===== src/rtl/perf_pkg.sv =====
// Shared types for the performance-counter dump block.
// FSM state, event index type and a last-record helper.
package perf_pkg;

  localparam int PERF_IDX_W = 6;

  typedef enum logic {
    IDLE = 1'b0,
    SEND = 1'b1
  } dump_state_t;

  typedef logic [PERF_IDX_W-1:0] perf_idx_t;

  function automatic logic perf_is_last(
    input perf_idx_t   idx,
    input int unsigned num
  );
    return idx == perf_idx_t'(num - 1);
  endfunction

endpackage


===== src/rtl/perf_counter_sat.sv =====
// One saturating event counter with synchronous clear
// and a sticky overflow flag.
module perf_counter_sat #(
  parameter int CNT_WIDTH = 32
) (
  input  logic                 clk,
  input  logic                 rst,
  input  logic                 i_clear,
  input  logic                 i_inc,
  output logic [CNT_WIDTH-1:0] o_cnt,
  output logic                 o_ovf
);

  logic [CNT_WIDTH-1:0] r_cnt;
  logic                 r_ovf;
  logic                 w_sat;

  assign w_sat = &r_cnt;
  assign o_cnt = r_cnt;
  assign o_ovf = r_ovf;

  // clear wins over an increment in the same cycle
  always_ff @(posedge clk or posedge rst) begin
    if (rst) begin
      r_cnt <= '0;
      r_ovf <= 1'b0;
    end else if (i_clear) begin
      r_cnt <= '0;
      r_ovf <= 1'b0;
    end else if (i_inc) begin
      if (w_sat) r_ovf <= 1'b1;
      else       r_cnt <= r_cnt + 1'b1;
    end
  end

endmodule


===== src/rtl/perf_dump_ctrl.sv =====
// Event counter bank with snapshot-and-stream dump,
// triggered by request or by a periodic auto timer.
module perf_dump_ctrl
  import perf_pkg::*;
#(
  parameter int EVENT_NUM = 8,
  parameter int CNT_WIDTH = 32,
  parameter int INTERVAL  = 0
) (
  input  logic                         clk,
  input  logic                         rst,
  input  logic [EVENT_NUM-1:0]         events,
  input  logic                         clear,
  input  logic                         dump_req,
  output logic                         busy,
  output logic                         out_valid,
  input  logic                         out_ready,
  output logic [$clog2(EVENT_NUM)-1:0] out_id,
  output logic [CNT_WIDTH-1:0]         out_value,
  output logic                         out_last,
  output logic [EVENT_NUM-1:0]         overflow
);

  localparam int ID_W = $clog2(EVENT_NUM);

  logic [EVENT_NUM-1:0][CNT_WIDTH-1:0] w_cnt;
  logic [EVENT_NUM-1:0][CNT_WIDTH-1:0] r_shadow;
  dump_state_t                         r_state;
  dump_state_t                         w_state_nxt;
  logic [ID_W-1:0]                     r_id;
  logic                                r_pend;
  logic                                w_auto;
  logic                                w_trig;
  logic                                w_hs;
  logic                                w_last;

  for (genvar g = 0; g < EVENT_NUM; g++) begin : g_cnt
    perf_counter_sat #(
      .CNT_WIDTH(CNT_WIDTH)
    ) u_cnt (
      .clk    (clk),
      .rst    (rst),
      .i_clear(clear),
      .i_inc  (events[g]),
      .o_cnt  (w_cnt[g]),
      .o_ovf  (overflow[g])
    );
  end

  if (INTERVAL > 0) begin : g_ivl
    localparam int IVL_W = $clog2(INTERVAL + 1);
    localparam logic [IVL_W-1:0] IVL_END =
      IVL_W'(INTERVAL - 1);

    logic [IVL_W-1:0] r_ivl;

    always_ff @(posedge clk or posedge rst) begin
      if (rst)                  r_ivl <= '0;
      else if (r_ivl == IVL_END) r_ivl <= '0;
      else                      r_ivl <= r_ivl + 1'b1;
    end

    assign w_auto = (r_ivl == IVL_END);
  end else begin : g_no_ivl
    assign w_auto = 1'b0;
  end

  assign out_valid = (r_state == SEND);
  assign busy      = out_valid;
  assign out_id    = r_id;
  assign w_last    = perf_is_last(perf_idx_t'(r_id),
                                  EVENT_NUM);
  assign out_last  = out_valid && w_last;
  assign out_value = out_valid ? r_shadow[r_id] : '0;
  assign w_hs      = out_valid && out_ready;
  assign w_trig    = (r_state == IDLE) &&
                     (dump_req || w_auto || r_pend);

  always_comb begin
    w_state_nxt = r_state;
    unique case (r_state)
      IDLE:    if (w_trig)          w_state_nxt = SEND;
      SEND:    if (w_hs && w_last)  w_state_nxt = IDLE;
      default:                      w_state_nxt = IDLE;
    endcase
  end

  // shadow takes pre-edge counter values; pending
  // auto trigger is only recorded while streaming
  always_ff @(posedge clk or posedge rst) begin
    if (rst) begin
      r_state  <= IDLE;
      r_id     <= '0;
      r_pend   <= 1'b0;
      r_shadow <= '0;
    end else begin
      r_state <= w_state_nxt;
      if (w_trig) begin
        r_shadow <= w_cnt;
        r_id     <= '0;
      end else if (w_hs) begin
        r_id <= w_last ? '0 : r_id + 1'b1;
      end
      if (r_state == IDLE) r_pend <= 1'b0;
      else if (w_auto)     r_pend <= 1'b1;
    end
  end

endmodule


===== config.mk =====
export PLATFORM = sky130hd
export DESIGN_NAME = perf_dump_ctrl
export DESIGN_NICKNAME = d
export VERILOG_FILES = /design/src/rtl/perf_pkg.sv /design/src/rtl/perf_counter_sat.sv /design/src/rtl/perf_dump_ctrl.sv
export SDC_FILE = /design/constraint.sdc
export NUM_CORES = 1
export LEC_CHECK = 0
export ABC_AREA = 0
export CAP_MARGIN = 20
export CORE_MARGIN = 4
export CORE_UTILIZATION = 45
export DETAILED_ROUTE_END_ITERATION = 7
export GPL_ROUTABILITY_DRIVEN = 0
export SYNTH_ARGS = -nofsm -noshare
export SYNTH_HDL_FRONTEND = slang
export SYNTH_SLANG_ARGS = --single-unit

===== constraint.sdc =====
create_clock -name clk -period 28.4 [get_ports clk]
set_input_delay 7.1 -clock clk [delete_from_list [all_inputs] [get_ports clk]]
set_output_delay 7.1 -clock clk [all_outputs]
set_load 0.05 [all_outputs]

# Word level (Yosys, flattened, before mapping)
# Index checks and enable logic that the tools add are counted.
totals:
  reg_bits: 524
  in_bits: 13
  elab_cells: 148
op_classes:
  add_sub_neg: 9
  order_cmp: 1
  eq_ne: 9
  muxes: 57
  bitwise: 1
  n_reduce_logical: 45
ops:
  columns: ["cell", "n"]
  rows:
  - ["32-bit two-way mux", 26]
  - ["32-bit by 1-bit adder with 32-bit output, second input constant", 8]
  - ["32-bit AND reduction", 8]
  - ["32-bit binary-select mux with 3-bit select", 1]
  - ["2-bit nonzero test", 17]
  - ["2-bit AND reduction", 16]
  - ["1-bit two-way mux", 26]
  - ["2-bit inequality test, second input constant", 8]
  - ["3-bit two-way mux", 3]
  - ["1-bit logical AND", 4]
  - ["3-bit by 4-bit < comparator with 1-bit output, second input constant", 1]
  - ["3-bit by 1-bit adder with 3-bit output, second input constant", 1]
  - ["3-bit == test, second input constant", 1]
  - ["1-bit one-hot mux with 2 select lines", 1]
  - ["1-bit NOT", 1]

# Longest topological paths before layout
depth:
  depth_word: 4
  mapped_depth: 8

# Cells and area by module
# From an unflattened synthesis, not the netlist that was laid out.
hier_totals:
  hier_cells: 2439
  area_unflattened_um2: 27532.7
modules_own_cells:
  columns: ["module", "n_inst", "cells_per_inst", "area_each_um2", "seq_area_each_um2"]
  rows:
  - ["perf_counter_sat", 8, 207, 1914.3, 825.8]
  - ["perf_dump_ctrl", 1, 783, 12218.0, 6506.2]

# Least setup slack after synthesis
# OpenSTA, ideal clock, no wires.
synth_timing:
  path_type: "flip-flop to output port"
  from: "register r_id[0], in the netlist out_id[0]"
  to: "output out_value[13]"
  arrival_time_ns: 2.648
  slack_ns: 18.652
  stages_incl_launch_ff: 6
  n_path_buf: 2
  cell_sequence: "dfrtp_1 -> buf_2 -> buf_1 -> mux4_2 -> mux2i_1 -> nor2b_1"
synth_via:
  elab_chain_cells: 3
synth_lines:
  columns: ["item", "line_no", "text"]
  rows:
  - ["start: declaration", "perf_dump_ctrl.sv:30", "logic [ID_W-1:0] r_id;"]
  - ["start signal: assignment", "perf_dump_ctrl.sv:102", "r_id <= w_last ? '0 : r_id + 1'b1;"]
  - ["32-bit binary-select mux with 3-bit select", "perf_dump_ctrl.sv:74", "assign out_value = out_valid ? r_shadow[r_id] : '0;"]
  - ["32-bit two-way mux (implied by the code)", "perf_dump_ctrl.sv:74", null]
  - ["32-bit two-way mux", "perf_dump_ctrl.sv:74", null]
  - ["end: declaration", "perf_dump_ctrl.sv:19", "output logic [CNT_WIDTH-1:0] out_value,"]
# No other way between the ends. The select of a mux whose other input is x is not followed.

# Final worst setup path
layout_timing:
  from: "register r_id[0], in the netlist out_id[0]"
  to: "output out_value[8]"
# The elaborated chain is that of the path after synthesis.

==> flow_summary.ini <==
[yosys]
synth_top_area_share_pct = 50.09
ys_ff_latch = 524
synth_mux_area_share_pct = 18.04
synth_area_leaders = dfrtp_1, mux2_2, mux4_2
synth-edff-count = 0
synthAdderAreaFrac_pct = 0.4780
async_flop_share_pct = 100.0
synth_xor_xnor_area_share_pct = 3.245
synth_compound_gate_area_share_pct = 8.393
syn_area_um2 = 26180
syn_avg_cell_area_um2 = 11.19
yosysUniqueCellTypes = 61
synth_nets = 2363
ys_seq_area_share_pct = 50.09
synthCells = 2340
yosysWarnings = 0
synthFlopType = dfrtp_1
synth_top_cell_by_area = dfrtp_1
synth_top_family_by_area = multiplexers
synth-simple-area-share_pct = 17.05

[setup_path]
end_kind = primary output
crit_type = register to primary output
path_buf_inv = 2
crit_fanout = 36
cpLargestDelayFamily = buffers and inverters
crit_chain = buf_4 > mux4_2 > mux2i_1 > nor2b_1 > clkdlybuf4s50_1
worstPathArrival_ns = 4.21
critPathRequiredTime_ns = 21.30
crit_slowest_cell = dfrtp_4
critPathLaunchType = register
max_stage_delay_ns = 0.86

[drt]
antenna_left = 0
drt_first_pass_iters = 5
vias = 19090
drt_iter0_drc = 1485
drc = 0
wire_per_inst_um = 22.07
viasPerCell = 6.049
wirelength_um = 69650

[floorplan]
initial_core_util_pct = 45.37
dieArea_um2 = 62100
num_io_pins = 59
die_height_um = 249.2
fp-row-count = 88
core_um2 = 57700
die_width_um = 249.2

[clocking]
cts_tree = built
clk_latency_ns = 0.62
htree_levels = 2
numCtsBuffers = 57
cts-root-buf = clkbuf_16
clkTransAtPathRegs_ns = 0.05
clock-sinks = 524
cts_hold_repair.buffers = 0
post_cts_buffers = 0
cts-resized-gates = 0
clockBufferDepth = 3

[timing]
fmax_mhz = 88.41
timing.final.max_slew_violations = 0
final_hold_viol_count = 0
period_share_pct = 39.83
setup_viol = 0
rsz0062_at_grt = false
worst_slew_pin_slew_ns = 1.077
clock_skew_ns = 0.01307
setup_ws_ns = 17.09
slew_headroom_pct = 28.15
layout_min_cycle_time_ns = 11.31
holdWs_ns = 0.4795
final.setup.tns_ns = 0

[grt]
antenna_found_initial = 1
grt_pass1_wl_um = 110100
grt_overflow = 0
grt_util_all_layers_pct = 22.13
grt_max_degree = 146
grt_pass1_vias = 18390

[layout]
fin_area_um2 = 29270
layout_common_cells = dfrtp_1, mux2_2, nor2_1
utilization_pct = 50.73
fin_nets = 2371
final_cells = 3156
area_growth_pct = 11.80
layout.cells.most_common = dfrtp_1
drive_gt1_share_pct = 19.41

[power_and_ir_drop]
p_int_mw = 1.336
power_density_nw_per_um2 = 63.38
pwr-share-seq_pct = 44.4
ir_drop_mv = 0.05334
switchingPower_uw = 519.0
power_mw = 1.855
swShare_pct = 27.98
pwr-share-comb_pct = 15.8
p_clk_share_pct = 39.8
cellLeakagePower_nw = 12.44

[outcome]
status = finished, final reports clean

[placed_design]
dpl_cell_area_um2 = 27390
port_buffers = 58
dp_hpwl_um = 48720
dp_cells = 3052
dpl_worst_slack_ns = 16.84

[run]
cap_violations = 0

[min_path]
min_path_type = register to register
-- cell type report --
| type | count | area, µm² |
|---|---|---|
| Sequential cell | 524 | 13120 |
| Clock inverter | 15 | 180.2 |
| Tap cell | 765 | 957.2 |
| Inverter | 38 | 150.1 |
| Clock buffer | 86 | 1665 |
| Fill cell | 5127 | 28430 |
| Antenna cell | 1 | 2.502 |
| Timing Repair Buffer | 86 | 818.3 |
| Multi-Input combinational cell | 1641 | 12370 |
-- state kept, by name (all words and copies together) (netlist names) --
| name | count |
|---|---|
| g_cnt.u_cnt.o_cnt | 256 |
| r_shadow | 256 |
| g_cnt.u_cnt.o_ovf | 8 |
| out_id | 3 |
| busy | 1 |
-- worst paths after layout --
check / start / cells after the start / end / slack, ns
worst min-delay path: r_shadow[178] / 2 / r_shadow[178] / 0.48
worst max-delay path: out_id[0] / 5 / out_value[8] / 17.09
worst max register to register: busy / 6 / r_shadow[19] / 23.60
max in group asynchronous: rst / 3 / out_id[0] / 19.75
min in group asynchronous: rst / 2 / g_cnt[0].u_cnt.o_cnt[18] / 7.03
worst min register to register: r_shadow[178] / 2 / r_shadow[178] / 0.48
-- worst reg2reg max path, cell delays in order (launching register included) --
cell and delay, ns:
dfrtp_1 0.32, buf_4 0.38, nand2b_4 0.73, buf_4 0.88
buf_4 0.99, buf_4 0.94, mux2_2 0.46
-- power groups by stage --
stage               Clock, mW  Combinational (mW)  Sequential [mW]
floorplan                   0               0.224            0.820
global placement            0               0.280            0.848
detailed placement          0               0.283            0.849
CTS                     0.754               0.284            0.836
global route            0.787               0.315            0.830
finish                  0.739               0.292            0.824
-- kinds of logic (layout without fill, tap and decap cells) --
logic type / Yosys count / in the layout
multiplexers: 360 / 360
other: 0 / 1
buffers and inverters: 175 / 225
AO/OA/AOI/OAI: 353 / 353
AND/OR/NAND/NOR: 821 / 821
flip-flops: 524 / 524
XOR/XNOR: 97 / 97
adder cells (fa/ha/maj): 10 / 10
-- per-layer routing --
layer | global-route usage [%] | wire (µm) | up-vias
met4 | 5.515 | 1438 | 0
met3 | 4.594 | 4667 | 89
met1 | 33.87 | 33190 | 9727
met5 | 0 | 0 | -
li1 | - | - | 8709
met2 | 32.34 | 30350 | 567
-- cells in the mapped netlist (all sizes together), types with 11 or more instances --
| cell | instances |
|---|---|
| a211oi | 15 |
| a21oi | 113 |
| and2 | 15 |
| and3 | 30 |
| and4 | 45 |
| buf | 27 |
| clkbuf | 110 |
| dfrtp | 524 |
| inv | 38 |
| mux2 | 255 |
| mux2i | 41 |
| mux4 | 64 |
| nand2 | 121 |
| nand2b | 12 |
| nand3 | 76 |
| nand4 | 84 |
| nor2 | 193 |
| nor2b | 68 |
| nor3 | 28 |
| nor4 | 36 |
| o2111ai | 14 |
| o211ai | 11 |
| o21ai | 102 |
| o31ai | 38 |
| or3 | 58 |
| or4 | 46 |
| xnor2 | 59 |
| xor2 | 38 |
Power figures use the tool's default switching activity.
